==> src/rtl/instr_fetch_unit.sv <==
// Fetch stage: owns the PC, issues in-order word reads to imem and buffers responses for decode.
// Define FETCH_MISALIGN_CHK_EN to trap misaligned redirects into a sticky HALT with fault_o set.
module instr_fetch_unit #(
    parameter logic [31:0] RESET_PC   = 32'h0000_0000,
    parameter int          FIFO_DEPTH = 2
) (
    input  logic        clk_i,
    input  logic        rst_i,
    output logic        imem_req_o,
    output logic [31:0] imem_addr_o,
    input  logic        imem_gnt_i,
    input  logic        imem_rvalid_i,
    input  logic [31:0] imem_rdata_i,
    input  logic        redirect_i,
    input  logic [31:0] redirect_pc_i,
    output logic        instr_valid_o,
    input  logic        instr_ready_i,
    output logic [31:0] instr_o,
    output logic [31:0] instr_pc_o,
    output logic        fault_o
);
    localparam int AW = $clog2(FIFO_DEPTH);
    localparam logic [AW+1:0] DEPTH = (AW+2)'(FIFO_DEPTH);
    localparam logic [AW:0] CNT_ONE = {{AW{1'b0}}, 1'b1};

`ifdef FETCH_MISALIGN_CHK_EN
    typedef enum logic [1:0] {BOOT, RUN, HALT} state_t;
`else
    typedef enum logic [1:0] {BOOT, RUN} state_t;
`endif

    state_t        state;
    logic [31:0]   pc;
    logic [31:0]   fifo_dat [FIFO_DEPTH];
    logic [31:0]   fifo_pc  [FIFO_DEPTH];
    logic [31:0]   infl_pc  [FIFO_DEPTH];
    logic [AW:0]   fifo_wr;
    logic [AW:0]   fifo_rd;
    logic [AW:0]   infl_wr;
    logic [AW:0]   infl_rd;
    logic [AW:0]   kill_cnt;
    logic [AW:0]   fifo_cnt;
    logic [AW:0]   out_cnt;
    logic [AW+1:0] occupancy;
    logic          gnt_acc;
    logic          rsp;
    logic          push;
    logic          pop;
    logic          redir;
    logic          halted;
    logic [31:0]   target;

    assign fifo_cnt  = fifo_wr - fifo_rd;
    assign out_cnt   = infl_wr - infl_rd;
    assign occupancy = {1'b0, out_cnt} + {1'b0, fifo_cnt};

    // In-flight requests (including ones already marked for killing) reserve FIFO space.
    assign imem_req_o  = (state == RUN) && (occupancy < DEPTH);
    assign imem_addr_o = pc;
    assign gnt_acc     = imem_req_o && imem_gnt_i;
    // A response with nothing outstanding is stale (e.g. from before reset) and is ignored.
    assign rsp         = imem_rvalid_i && (out_cnt != '0);

    assign instr_valid_o = (fifo_cnt != '0);
    assign pop           = instr_valid_o && instr_ready_i;
    assign instr_o       = instr_valid_o ? fifo_dat[fifo_rd[AW-1:0]] : '0;
    assign instr_pc_o    = instr_valid_o ? fifo_pc[fifo_rd[AW-1:0]]  : '0;

    assign redir  = redirect_i && !halted;
    assign target = {redirect_pc_i[31:2], 2'b00};
    assign push   = rsp && (kill_cnt == '0) && !redir && !halted;

`ifdef FETCH_MISALIGN_CHK_EN
    logic fault;
    logic misalign;
    assign halted   = (state == HALT);
    assign misalign = redir && (redirect_pc_i[1:0] != 2'b00);
    assign fault_o  = fault;
`else
    logic unused_pc_lsb;
    assign unused_pc_lsb = ^redirect_pc_i[1:0];
    assign halted        = 1'b0;
    assign fault_o       = 1'b0;
`endif

    always_ff @(posedge clk_i) begin
        if (!rst_i) begin
            state    <= BOOT;
            pc       <= RESET_PC;
            fifo_wr  <= '0;
            fifo_rd  <= '0;
            infl_wr  <= '0;
            infl_rd  <= '0;
            kill_cnt <= '0;
`ifdef FETCH_MISALIGN_CHK_EN
            fault    <= 1'b0;
`endif
        end else begin
            if (state == BOOT) begin
                state <= RUN;
            end

            if (gnt_acc) begin
                infl_pc[infl_wr[AW-1:0]] <= pc;
                infl_wr                  <= infl_wr + CNT_ONE;
            end
            if (rsp) begin
                infl_rd <= infl_rd + CNT_ONE;
            end

            if (push) begin
                fifo_dat[fifo_wr[AW-1:0]] <= imem_rdata_i;
                fifo_pc[fifo_wr[AW-1:0]]  <= infl_pc[infl_rd[AW-1:0]];
                fifo_wr                   <= fifo_wr + CNT_ONE;
            end
            if (pop) begin
                fifo_rd <= fifo_rd + CNT_ONE;
            end
            // A same-cycle pop has already been seen by decode; the clear only drops the rest.
            if (redir || halted) begin
                fifo_wr <= '0;
                fifo_rd <= '0;
            end

            // Every request still outstanding after this cycle belongs to the old path.
            if (redir) begin
                kill_cnt <= out_cnt + {{AW{1'b0}}, gnt_acc} - {{AW{1'b0}}, rsp};
                pc       <= target;
            end else begin
                if (rsp && (kill_cnt != '0)) begin
                    kill_cnt <= kill_cnt - CNT_ONE;
                end
                if (gnt_acc) begin
                    pc <= pc + 32'd4;
                end
            end

`ifdef FETCH_MISALIGN_CHK_EN
            if (misalign) begin
                state <= HALT;
                fault <= 1'b1;
            end
`endif
        end
    end
endmodule

==> config.mk <==
export PLATFORM = sky130hd
export DESIGN_NAME = instr_fetch_unit
export DESIGN_NICKNAME = d
export VERILOG_FILES = /design/src/rtl/instr_fetch_unit.sv
export SDC_FILE = /design/constraint.sdc
export NUM_CORES = 1
export LEC_CHECK = 0
export ABC_AREA = 1
export BUFFER_PORTS_ARGS = -buffer_cell sky130_fd_sc_hd__buf_2
export CAP_MARGIN = 10
export CORE_MARGIN = 1.5
export CORE_UTILIZATION = 30
export CTS_BUF_LIST = sky130_fd_sc_hd__clkbuf_16
export DETAILED_ROUTE_END_ITERATION = 8
export PLACE_DENSITY_LB_ADDON = 0.25
export RECOVER_POWER = 25
export SLEW_MARGIN = 20
export SYNTH_ARGS = -nofsm -noshare
export SYNTH_HDL_FRONTEND = slang
export SYNTH_SLANG_ARGS = --single-unit
==> constraint.sdc <==
create_clock -name clk_i -period 4.91 [get_ports clk_i]
set_clock_uncertainty 0.2 [all_clocks]
set_input_delay 0.2455 -clock clk_i [delete_from_list [all_inputs] [get_ports clk_i]]
set_output_delay 0.2455 -clock clk_i [all_outputs]
set_load 0.1 [all_outputs]
== Word-level counts from Yosys, hierarchy flattened ==
Memory sizes are Yosys's and may differ from the RTL's. A register that Yosys moved wholly into a read port is not among the register bits.
Cells that the tools add are included.
Cells by class
  $add $sub $neg: 11
  multiply operators: 0
  divide/modulo/power cells: 0
  order comparisons: 1
  equal/unequal tests: 0
  shift operators: 0
  mux-type cells: 18
  bitwise gates (word level): 1
  reductions and logical operators: 16
Operators by type and width (number)
  $mux 32: 4
  $add 32x3->32 const B: 1
  $mux 1: 12
  $reduce_bool 2->1: 5
  $add 2x1->2 const B: 4
  $logic_and 1x1->1: 7
  $logic_not 2->1: 2
  $mux 2: 2
  $sub 2x2->2: 2
  $add 2x2->3: 1
  $lt 3x2->1 const B: 1
  $add 2x1->2: 1
  $reduce_or 2->1: 1
  $sub 2x1->2: 1
  $sub 2x1->2 const B: 1
  $logic_not 1->1: 1
  $not 1->1: 1
Word-level totals
  bits in registers: 43
  bits in latches: 0
  RAM bits: 192
  memory bits (read-only): 0
  input bits: 70
  output and inout port bits: 99
  logic and storage cells: 58
  memories: 3
Memories
  fifo_dat: words 2, width 32, rd ports 1, clocked after Yosys merged registers in 1, write ports 1, line 34  | logic [31:0] fifo_dat [FIFO_DEPTH];
  fifo_pc: words 2, width 32, rd ports 1, clocked after Yosys merged registers in 1, write ports 1, line 35  | logic [31:0] fifo_pc [FIFO_DEPTH];
  infl_pc: words 2, width 32, rd ports 1, clocked after Yosys merged registers in 1, write ports 1, line 36  | logic [31:0] infl_pc [FIFO_DEPTH];

== Depth between registers and ports, before layout ==
Gate-level depths: netlist of the first run.
  depth after elaboration: 8
  gate-level depth with buffers: 20
  gate-level depth less buffers: 20

== Worst setup path before layout of the first run ==
OpenSTA, ideal clock, no wires.
  kind: reg2reg
  from: reg infl_wr[0]
  to: mem infl_pc[0][10] (enable)
  setup time: 0.455 ns
  data arrival time: 3.976 ns
  required time: 4.255 ns
  setup slack: 0.279 ns
  cell stages (with the launch flop): 9
  buffers on the path: 0
  period minus slack after synthesis: 4.631 ns
  cells stage by stage: dfxtp_1 > inv_1 > ha_1 > or2_2 > fa_1 > nand3_2 > nor2_4 > inv_2 > nor3_1
Between the ends
  longest elaborated chain between the ends: 8
RTL lines
  start, declared: line 39  | logic [AW:0] infl_wr;
  start signal, assigned: line 105  | infl_wr <= infl_wr + CNT_ONE;
  $sub 2x2->2: line 54  | assign out_cnt = infl_wr - infl_rd;
  $add 2x2->3: line 55  | assign occupancy = {1'b0, out_cnt} + {1'b0, fifo_cnt};
  $lt 3x2->1: line 58  | assign imem_req_o = (state == RUN) && (occupancy < DEPTH);
  $logic_and 1x1->1: line 58
  $logic_and 1x1->1: line 60  | assign gnt_acc = imem_req_o && imem_gnt_i;
  $mux 1: line 103  | if (gnt_acc) begin
  $mux 1: line 87  | if (!rst_i) begin
  $mux 1 (not written as such): line 104  | infl_pc[infl_wr[AW-1:0]] <= pc;
  end, declared: line 36
Parallel ways exist; a longest one is shown, timed or not.

== Worst setup path in the final report of the first run ==
  from: reg infl_wr[0]
  to: reg kill_cnt[1]
Between the ends
  longest elaborated chain between the ends: 8
  elaborated cells between the ends (all ways): 12
  classes of those cells: add/sub: 4; order compare: 1; mux: 1; reduce/logical: 6
RTL lines
  $sub 2x2->2 (*): line 54
  $add 2x2->3: line 55
  $lt 3x2->1: line 58
  $logic_and 1x1->1: line 58
  $logic_and 1x1->1: line 60
  $add 2x1->2: line 127  | kill_cnt <= out_cnt + {{AW{1'b0}}, gnt_acc} - {{AW{1'b0}}, rsp};
  $sub 2x1->2: line 127
  $mux 2: line 126  | if (redir) begin
  end signal, assigned: line 127
  end signal, assigned: line 131  | kill_cnt <= kill_cnt - CNT_ONE;
  end, declared: line 41  | logic [AW:0] kill_cnt;
Mark *: on every way between the ends. The rest lies on a longest branch, timed or not.
A chain may end at the register's enable or synchronous reset.

==> flow_summary.toml, run 1 <==
[global_routing]
grt_pass1_wl_um = 37100
met2_usage_pct = 23.5
grt_pass1_vias = 6794
overflow = 0
grt.busiest_layer = "met2"
grt.total_usage_pct = 14.2
grt_max_degree = 63
antenna_found_initial = 0
use_met3_pct = 2.34
use_met1_pct = 19.1

[route]
ant_nets = 0
drc = 0
drtPass1Iterations = 8
drt_wl_total_um = 24100
wl_per_cell_um = 15.3
drt_iter0_drc = 350
routed_via_density = 4.47
dr_total_vias = 7046

[die]
die_w_um = 183
ioPinCount = 169
die-area_um2 = 33700
start_util_pct = 30.7
die_h_um = 183
core_area_um2 = 31800
core.rowCount = 65

[synthesis]
synthTopCellsByArea = "edfxtp_1 57%, nand2_1 9.3%, dfxtp_1 8.8%, a21oi_1 4.7%, mux2_2 3.5%"
synth-async-reset-ratio_pct = 0
syn_area_um2 = 9770
ys_warn_count = 0
syn_inst = 891
yosysSeqAreaShare_pct = 65.4
syn_area_per_cell_um2 = 11.0
synth_top_cell_by_area = "edfxtp_1"
synth_edf_count = 184
synth_top_area_share_pct = 56.6
synthFlopType = "edfxtp_1"
yosysUniqueCellTypes = 38
ys_ff_latch = 227

[cells_and_area]
nFillCells = 3105
diodes = 0
drive_gt1_share_pct = 23.8
area_growth_pct = 28.1
postLayoutCoreUtil_pct = 39.4
nets = 1199

[cts]
clk_latency_ns = 0.54
cts_resized = 0
clock_path_buffers = 3
cts-root-buf = "clkbuf_16"
cts_sinks = 227
cts_buffers = 26
cts_setup_buffers = 0
cts_tree = "yes"
h-tree-depth = 1
cts.clk_slew.worst_paths_ns = 0.06

[sta]
fin_crit_ns = 3.46
finalHoldViolations = 0
fin_crit_sh_pct = 70.4
finalSetupViolations = 0
tns_ns = 0
clock.fmax_mhz = 289
slew_headroom_pct = 47.6
rsz0062_at_grt = "no"
hold_slack_ns = 0.0213
slew_violations = 0
worst-slew-pin-transition_ns = 0.786

[power]
peakVddDrop_v = 0.000231
power_density_nw_per_um2 = 421
leakage_nw = 4.78

[critical_path]
cp_max_fo = 7
path_cells = "inv_1 -> ha_1 -> or2_2 -> fa_1 -> nand3_2 -> nor2_4 -> inv_2 -> ha_1 -> inv_1 -> ha_1 -> xor2_1 -> nand3b_1 -> nand3_1 -> nand3_1 -> nand2_1 -> inv_1"
worst_setup_path_start_kind = "register"
end_kind = "register"
crit_arrival_ns = 3.70
crit_type = "register to register"
cp_slowest_cell = "fa_1"
cpPeakStageDelay_ns = 0.50
path_delay_family = "adder cells"
critPathRequiredTime_ns = 5.15
cp_num_buf_inv = 4

[min_path]
holdCritPathClass = "input port to register"

[run]
max_cap_violations = 0

[place]
hpwl_um = 15300
io_buffer_count = 161
gp_congestion = 0.830

[outcome]
status = "complete, no violations"
-- area by class of cell --
class                   count  area, um2  share of cell area [%]
multi-input cells         564       2940                    23.5
flip-flops and latches    227       6390                    51.1
clock buffers              26        651                    5.20
clock inverters            22        198                    1.58
inverters                  66        253                    2.02
repair buffers            237       1540                    12.3
well taps                 435        544                    4.35
-- worst min-delay path, delay by kind of cell --
family,cells,cell delay [ns]
simple gates,1,0.09
compound gates,1,0.08
buf+inv,3,0.30
-- state kept, by name, indices dropped and copies added, names as in the netlist, named ones only --
| register | flops |
|---|---|
| imem_addr_o | 30 |
| infl_rd | 2 |
| fifo_wr | 2 |
| infl_wr | 2 |
| fifo_pc | 60 |
| kill_cnt | 2 |
| fifo_rd | 2 |
| state | 1 |
| fifo_dat | 64 |
| infl_pc | 60 |
-- cell usage in the layout (no fill, tap or decap), drive strengths merged --
| master | instances |
|---|---|
| clkinvlp | 5 |
| nand4 | 9 |
| a31oi | 5 |
| bufinv | 3 |
| xnor2 | 6 |
| dlygate4sd3 | 68 |
| ha | 6 |
| clkbuf | 43 |
| nor3 | 1 |
| mux2 | 30 |
| inv | 69 |
| buf | 152 |
| dfxtp | 43 |
| a21oi | 92 |
| edfxtp | 184 |
| o21ai | 29 |
| nand3 | 38 |
| o221ai | 1 |
| conb | 5 |
| or2 | 2 |
| clkinv | 11 |
| nand2 | 257 |
| nor2 | 69 |
| fa | 1 |
| o211ai | 1 |
| a22o | 4 |
| nand3b | 1 |
| xor2 | 7 |
-- where the power goes --
group | internal [mW] | switching (mW) | total, mW | leakage [nW]
Combinational | 0.252 | 0.851 | 1.10 | 2.33
Sequential | 2.19 | 0.0843 | 2.28 | 2.03
Clock | 1.12 | 0.763 | 1.89 | 0.415
Total | 3.57 | 1.70 | 5.27 | 4.78
-- what timing repair did --
item,4_1_cts,5_1_grt
hold endpoints to repair,105,0
setup endpoints to repair,0,0
hold buffers,68,0
-- Yosys cell counts, types with 2 or more instances --
| cell | count |
|---|---|
| a21oi_1 | 92 |
| a22o_1 | 4 |
| a31oi_1 | 5 |
| buf_2 | 6 |
| buf_4 | 8 |
| buf_6 | 6 |
| clkbuf_1 | 17 |
| dfxtp_1 | 43 |
| edfxtp_1 | 184 |
| ha_1 | 6 |
| inv_1 | 57 |
| inv_2 | 7 |
| mux2_2 | 30 |
| nand2_1 | 243 |
| nand2_2 | 12 |
| nand2_4 | 2 |
| nand3_1 | 35 |
| nand3_2 | 3 |
| nand4_1 | 9 |
| nor2_1 | 51 |
| nor2_2 | 8 |
| nor2_4 | 9 |
| o21ai_0 | 25 |
| o21ai_1 | 4 |
| or2_2 | 2 |
| xnor2_1 | 6 |
| xor2_1 | 6 |
-- path summary, 6_finish.rpt --
| path | start | end | slack [ns] | cells past startpoint |
|---|---|---|---|---|
| setup / recovery | infl_wr[0] | kill_cnt[1] | 1.45 | 16 |
| hold / removal | imem_gnt_i | infl_wr[0] | 0.02 | 5 |
| setup reg to reg | infl_wr[0] | kill_cnt[1] | 1.45 | 16 |
| hold reg to reg | fifo_wr[0] | fifo_wr[0] | 0.31 | 2 |
-- per-stage QoR --
step	total power [mW]	cells	instance area (um2)	setup slack, ns
after floorplan	3.18	895	9790	0.279
after global placement	3.38	1461	11000	1.48
after detailed placement	3.39	1461	11000	1.45
after CTS	5.34	1577	12500	1.44
after global routing	5.49	1577	12500	1.20
final	5.27	1577	12500	1.45
-- logic make-up (layout without fill, tap and decap cells) --
kind of cell | Yosys count | count (layout) | share of synthesized area [%]
xor+xnor | 13 | 13 | 1.24
compound gates | 132 | 132 | 7.04
simple gates | 377 | 377 | 17.0
fa+ha+maj | 7 | 7 | 0.973
mux | 30 | 30 | 3.46
other cells | 1 | 5 | 0.0384
buf+inv | 104 | 351 | 4.90
flops | 227 | 227 | 65.4
-- per-layer routing --
layer / part of all wire, % / wire (um)
met4: 2.5 / 604
met1: 47 / 11300
met3: 4.6 / 1120
met5: 0 / 0
met2: 46 / 11100
Note: power is estimated with default switching activity, not from simulation.
==> run 2, diff against run 1 <==
==> constraint.sdc (replaced) <==
create_clock -name clk_i -period 3.5 [get_ports clk_i]
set_clock_uncertainty 0.2 [all_clocks]
set_input_delay 0.175 -clock clk_i [delete_from_list [all_inputs] [get_ports clk_i]]
set_output_delay 0.175 -clock clk_i [all_outputs]
set_load 0.1 [all_outputs]
==> run 2 against run 1 <==
Compared with the run above: the run now ends with max-capacitance violations, max-slew violations left; final area grew 0.46%; maximum frequency grew 6.0%; sequential cell count is the same; first-iteration DRC count shrank 13%; critical path depth shrank 3; hold slack gained 0.022 ns; utilization grew 0.18 points; via count grew 0.16%; non-clock buffer count grew 2; die area is the same; critical path type unchanged; largest cell class unchanged; highest routed layer unchanged.
==> flow_summary.toml, run 2 (synthesis gave the netlist of run 1 again) <==
[die]
die_h_um = 183
core_area_um2 = 31800
die-area_um2 = 33700
die_w_um = 183
ioPinCount = 169
core.rowCount = 65
start_util_pct = 30.7

[global_routing]
grt_max_degree = 63
grt_pass1_wl_um = 37700
antenna_found_initial = 0
grt_pass1_vias = 6692
grt.total_usage_pct = 14.4
overflow = 0

[cells_and_area]
area_growth_pct = 28.7
diodes = 0
largest_register_ffs = 64
mostFrequentLayoutCell = "nand2_1"
nets = 1200
layout_common_cells = "243 x nand2_1, 184 x edfxtp_1, 138 x buf_2"
nFillCells = 3092
drive_gt1_share_pct = 23.6

[cts]
clk_latency_ns = 0.54
cts_setup_buffers = 0
h-tree-depth = 1
cts_sinks = 227
cts_buffers = 25
clock_path_buffers = 3
cts.clk_slew.worst_paths_ns = 0.06
cts-root-buf = "clkbuf_16"
cts_tree = "yes"

[critical_path]
critPathRequiredTime_ns = 3.74
crit_type = "register to register"
crit_arrival_ns = 3.50
worst_setup_path_start_kind = "register"
path_cells = "inv_1 -> ha_1 -> or2_2 -> fa_1 -> nand3_2 -> nor2_4 -> buf_4 -> nand2_1 -> a21oi_1 -> o21ai_0 -> o211ai_1 -> dlygate4sd3_1 -> inv_1"
end_kind = "register"
cpPeakStageDelay_ns = 0.57
path_delay_family = "buffers and inverters"
cp_slowest_cell = "dlygate4sd3_1"
cp_max_fo = 5
crit_top_cell = "inv_1"
cp_num_buf_inv = 4

[power]
leakage_nw = 4.78
p_total_mw = 7.38
power_density_nw_per_um2 = 587
peakVddDrop_v = 0.000320

[place]
hpwl_um = 15300
gp_congestion = 0.832
io_buffer_count = 161

[sta]
finalSetupViolations = 0
slew_headroom_pct = -19.4
finalHoldViolations = 0
rsz0062_at_grt = "no"
clock.fmax_mhz = 307
slew_violations = 31
fin_crit_ns = 3.26
fin_crit_sh_pct = 93.2
tns_ns = 0
worst-slew-pin-transition_ns = 1.79

[route]
drtPass1Iterations = 5
drc = 0
ant_nets = 0
dr_total_vias = 7057
routed_via_density = 4.47
drt_iter0_drc = 304
drt_wl_total_um = 24500
wl_per_cell_um = 15.5

[run]
max_cap_violations = 1

[min_path]
holdCritPathClass = "input port to register"

[outcome]
violations = "max-capacitance violations, max-slew violations"
status = "complete, but fails checks"
-- run 2: changes by cell type in the layout (fill, tap and decap cells not counted), moves of 2 or more --
cell,previous run,this run
buf_4,7,3
buf_1,2,0
buf_12,1,6
clkinvlp_4,5,3
clkbuf_1,16,23
inv_6,1,4
buf_2,142,138
-- run 2: per-layer routing --
metal | global-route usage (%) | part of all wire (%) | vias to the layer above
met5 | 0 | 0 | -
met4 | 5.15 | 2.5 | 0
met3 | 2.65 | 5.6 | 45
met2 | 23.1 | 46 | 202
met1 | 19.6 | 46 | 3307
li1 | - | - | 3503
-- run 2: timing repair --
item	in CTS	in global routing
gates resized for setup	0	1
hold endpoints to repair	107	0
setup endpoints to repair	0	1
hold buffers	68	0
-- run 2: path summary, 6_finish.rpt --
kind / cells after the start / slack, ns / end / startpoint
worst max register to register: 13 / 0.24 / imem_addr_o[5] / fifo_wr[0]
worst min register to register: 2 / 0.31 / fifo_wr[0] / fifo_wr[0]
worst max-delay path: 13 / 0.24 / imem_addr_o[5] / fifo_wr[0]
worst min-delay path: 3 / 0.04 / imem_addr_o[4] / redirect_i
-- run 2: cell type report --
| type | count | area (um2) | area share, % |
|---|---|---|---|
| Inverter | 66 | 253 | 2.01 |
| Tap cell | 435 | 544 | 4.33 |
| Clock inverter | 21 | 194 | 1.54 |
| Multi-Input combinational cell | 564 | 2960 | 23.6 |
| Timing Repair Buffer | 239 | 1610 | 12.8 |
| Sequential cell | 227 | 6390 | 50.8 |
| Clock buffer | 25 | 626 | 4.98 |
-- run 2: through the flow --
stage / util (%) / instances / hold WS [ns] / instance area [um2] / setup slack [ns]
finish: 39.5 / 1577 / 0.0430 / 12600 / 0.239
global route: 39.5 / 1577 / 0.0664 / 12600 / 0.0391
CTS: 39.6 / 1577 / 0.0189 / 12600 / 0.153
detailed placement: 34.9 / 1463 / 0.167 / 11100 / 0.184
global placement: 34.9 / 1463 / 0.164 / 11100 / 0.233
floorplan: - / 895 / 0.0654 / 9800 / -0.226
-- run 2: power breakdown --
group,total (mW),internal [mW],switching [mW]
logic,1.61,0.376,1.24
registers,3.16,3.08,0.0814
clock network,2.61,1.53,1.08
-- run 2: worst register-to-register path, cell delays in order, from the launching register on --
cell           delay [ns]
dfxtp_1              0.33
inv_1                0.07
ha_1                 0.35
or2_2                0.30
fa_1                 0.51
nand3_2              0.11
nor2_4               0.11
buf_4                0.18
nand2_1              0.08
a21oi_1              0.11
o21ai_0              0.11
o211ai_1             0.09
dlygate4sd3_1        0.57
inv_1                0.04
==> run 3, diff against run 2 <==
--- a/config.mk
+++ b/config.mk
@@ -13,8 +13,7 @@
 export CTS_BUF_LIST = sky130_fd_sc_hd__clkbuf_16
 export DETAILED_ROUTE_END_ITERATION = 8
 export PLACE_DENSITY_LB_ADDON = 0.25
-export RECOVER_POWER = 25
-export SLEW_MARGIN = 20
+export SLEW_MARGIN = 40
 export SYNTH_ARGS = -nofsm -noshare
 export SYNTH_HDL_FRONTEND = slang
 export SYNTH_SLANG_ARGS = --single-unit
==> constraint.sdc (replaced) <==
create_clock -name clk_i -period 3.5 [get_ports clk_i]
set_clock_uncertainty 0.2 [all_clocks]
set_input_delay 0.7 -clock clk_i [delete_from_list [all_inputs] [get_ports clk_i]]
set_output_delay 0.7 -clock clk_i [all_outputs]
set_load 0.1 [all_outputs]
==> run 3 against run 2 <==
Compared with the run above: the flow now finishes without violations; combinational power about the same; first-iteration DRC count is 6.9% higher; via count down 4.9%; clock power is 12% higher; clock-buffer cell count is 2 higher; routed wire length shrank 3.8%; worst setup slack lost 0.16 ns; die area unchanged; sequential power about the same; maximum frequency down 4.7%; sequential cell count did not move; largest power group unchanged.
==> flow_summary.toml, run 3 (synthesis gave the netlist of run 1 again) <==
[outcome]
status = "complete, no violations"

[cts]
cts-root-buf = "clkbuf_16"
clk_latency_ns = 0.53
cts_tree = "yes"
h-tree-depth = 1
cts-hold-fix-buffers = 0
cts_buffers = 27
cts.clk_slew.worst_paths_ns = 0.06
clock_path_buffers = 3
cts_sinks = 227

[die]
core.rowCount = 65
start_util_pct = 30.7
die-area_um2 = 33700
core_area_um2 = 31800
die_w_um = 183
die_h_um = 183
ioPinCount = 169

[sta]
slew_violations = 0
clock.fmax_mhz = 292
setup_ws_ns = 0.0784
finalSetupViolations = 0
fin_crit_sh_pct = 97.8
worst-slew-pin-transition_ns = 0.688
finalHoldViolations = 0
slew_headroom_pct = 54.1
fin_crit_ns = 3.42

[route]
drtPass1Iterations = 5
drt_wl_total_um = 23500
wl_per_cell_um = 15.5
dr_total_vias = 6711
routed_via_density = 4.42
drt_iter0_drc = 325
ant_nets = 0
drc = 0

[global_routing]
grt_pass1_vias = 6405
grt.total_usage_pct = 13.8
overflow = 0
grt_pass1_wl_um = 35800
antenna_found_initial = 0
grt_max_degree = 63

[critical_path]
crit_type = "register to output pin"
r2r_setup_slack_ns = 0.19
critPathRequiredTime_ns = 2.60
r2r-start = "fifo_wr[0]"
end_kind = "output pin"
worstSetupStartpoint = "fifo_wr[0]"
worst_r2r_path_depth = 18
timing.rr.end = "kill_cnt[1]"
worst_setup_path_start_kind = "register"
cp-endpoint = "imem_req_o"
cp_max_fo = 3
crit_arrival_ns = 2.52

[cells_and_area]
final_cell_area_um2 = 12200
drive_gt1_share_pct = 28.0
nets = 1140
mostFrequentLayoutCell = "nand2_1"
diodes = 0
largest_register_ffs = 64
layout_common_cells = "243 x nand2_1, 184 x edfxtp_1, 132 x buf_2"
area_growth_pct = 25.1

[min_path]
holdCritPathClass = "input port to register"
holdCritStartpoint = "imem_rdata_i[3]"

[place]
io_buffer_count = 161
place_ws_ns = 0.222
hpwl_um = 15300
gp_congestion = 0.833
post_dp_cell_area_um2 = 11200

[power]
p_total_mw = 7.69
power_density_nw_per_um2 = 629
leakage_nw = 4.66
peakVddDrop_v = 0.000316

[run]
max_cap_violations = 0
run 3: cell types whose count changed in the layout (fill, tap and decap cells not counted), sizes merged:
cell         delta
clkinv          +1
clkbuf         -11
buf            +19
bufinv          +3
clkinvlp        -2
dlygate4sd3    -68
inv             -1
run 3: worst max-delay path, stage by stage (launching register included):
cell     delay (ns)
dfxtp_1        0.34
inv_1          0.08
ha_2           0.20
xnor2_2        0.14
xor2_2         0.20
buf_4          0.15
fa_1           0.52
nand3_2        0.10
inv_2          0.09
buf_12         0.17
run 3: repair_timing:
item / in CTS / in global routing
gates resized for setup: 18 / 17
pin swaps: 0 / 2
setup endpoints to repair: 39 / 39
buffers inserted: 0 / 1
run 3: routing by layer:
metal,GRT usage [%],part of all wire [%],vias to the layer above
met3,2.10,4.9,30
met2,23.0,46,179
met1,18.5,47,3124
met5,0,0,-
met4,4.36,1.8,0
li1,-,-,3378
run 3: per-stage QoR:
step,std cells,hold WS [ns],TNS (ns),util (%)
floorplan,895,0.253,-26.20,-
global placement,1468,0.266,0,35.1
detailed placement,1468,0.299,0,35.1
CTS,1517,0.136,0,38.2
global route,1518,0.144,-0.00954,38.4
finish,1518,0.166,0,38.4
run 3: report_power, final:
part / internal [mW] / switching [mW] / total [mW] / leakage [nW]
logic: 0.373 / 1.23 / 1.60 / 2.16
clock network: 1.85 / 1.08 / 2.93 / 0.470
registers: 3.08 / 0.0814 / 3.16 / 2.03
total: 5.30 / 2.39 / 7.69 / 4.66
run 3: layout make-up:
cell class	count	area (um2)
clock inverter	22	264
multi-input combinational	564	2970
clock buffer	27	676
inverter	66	255
timing repair buffer	177	1120
sequential	227	6390
fill	3113	19600
tap	435	544
run 3: how the worst min path moves through the flow:
stage	to	slack, ns	cells after the start
2_1_floorplan	fifo_wr[0]	0.25	2
3_3_place_gp	fifo_wr[0]	0.27	2
3_5_place_dp	fifo_wr[0]	0.30	2
4_1_cts	fifo_dat[1][18]	0.14	1
5_1_grt	fifo_dat[0][3]	0.14	1
6_report	fifo_dat[1][3]	0.17	1
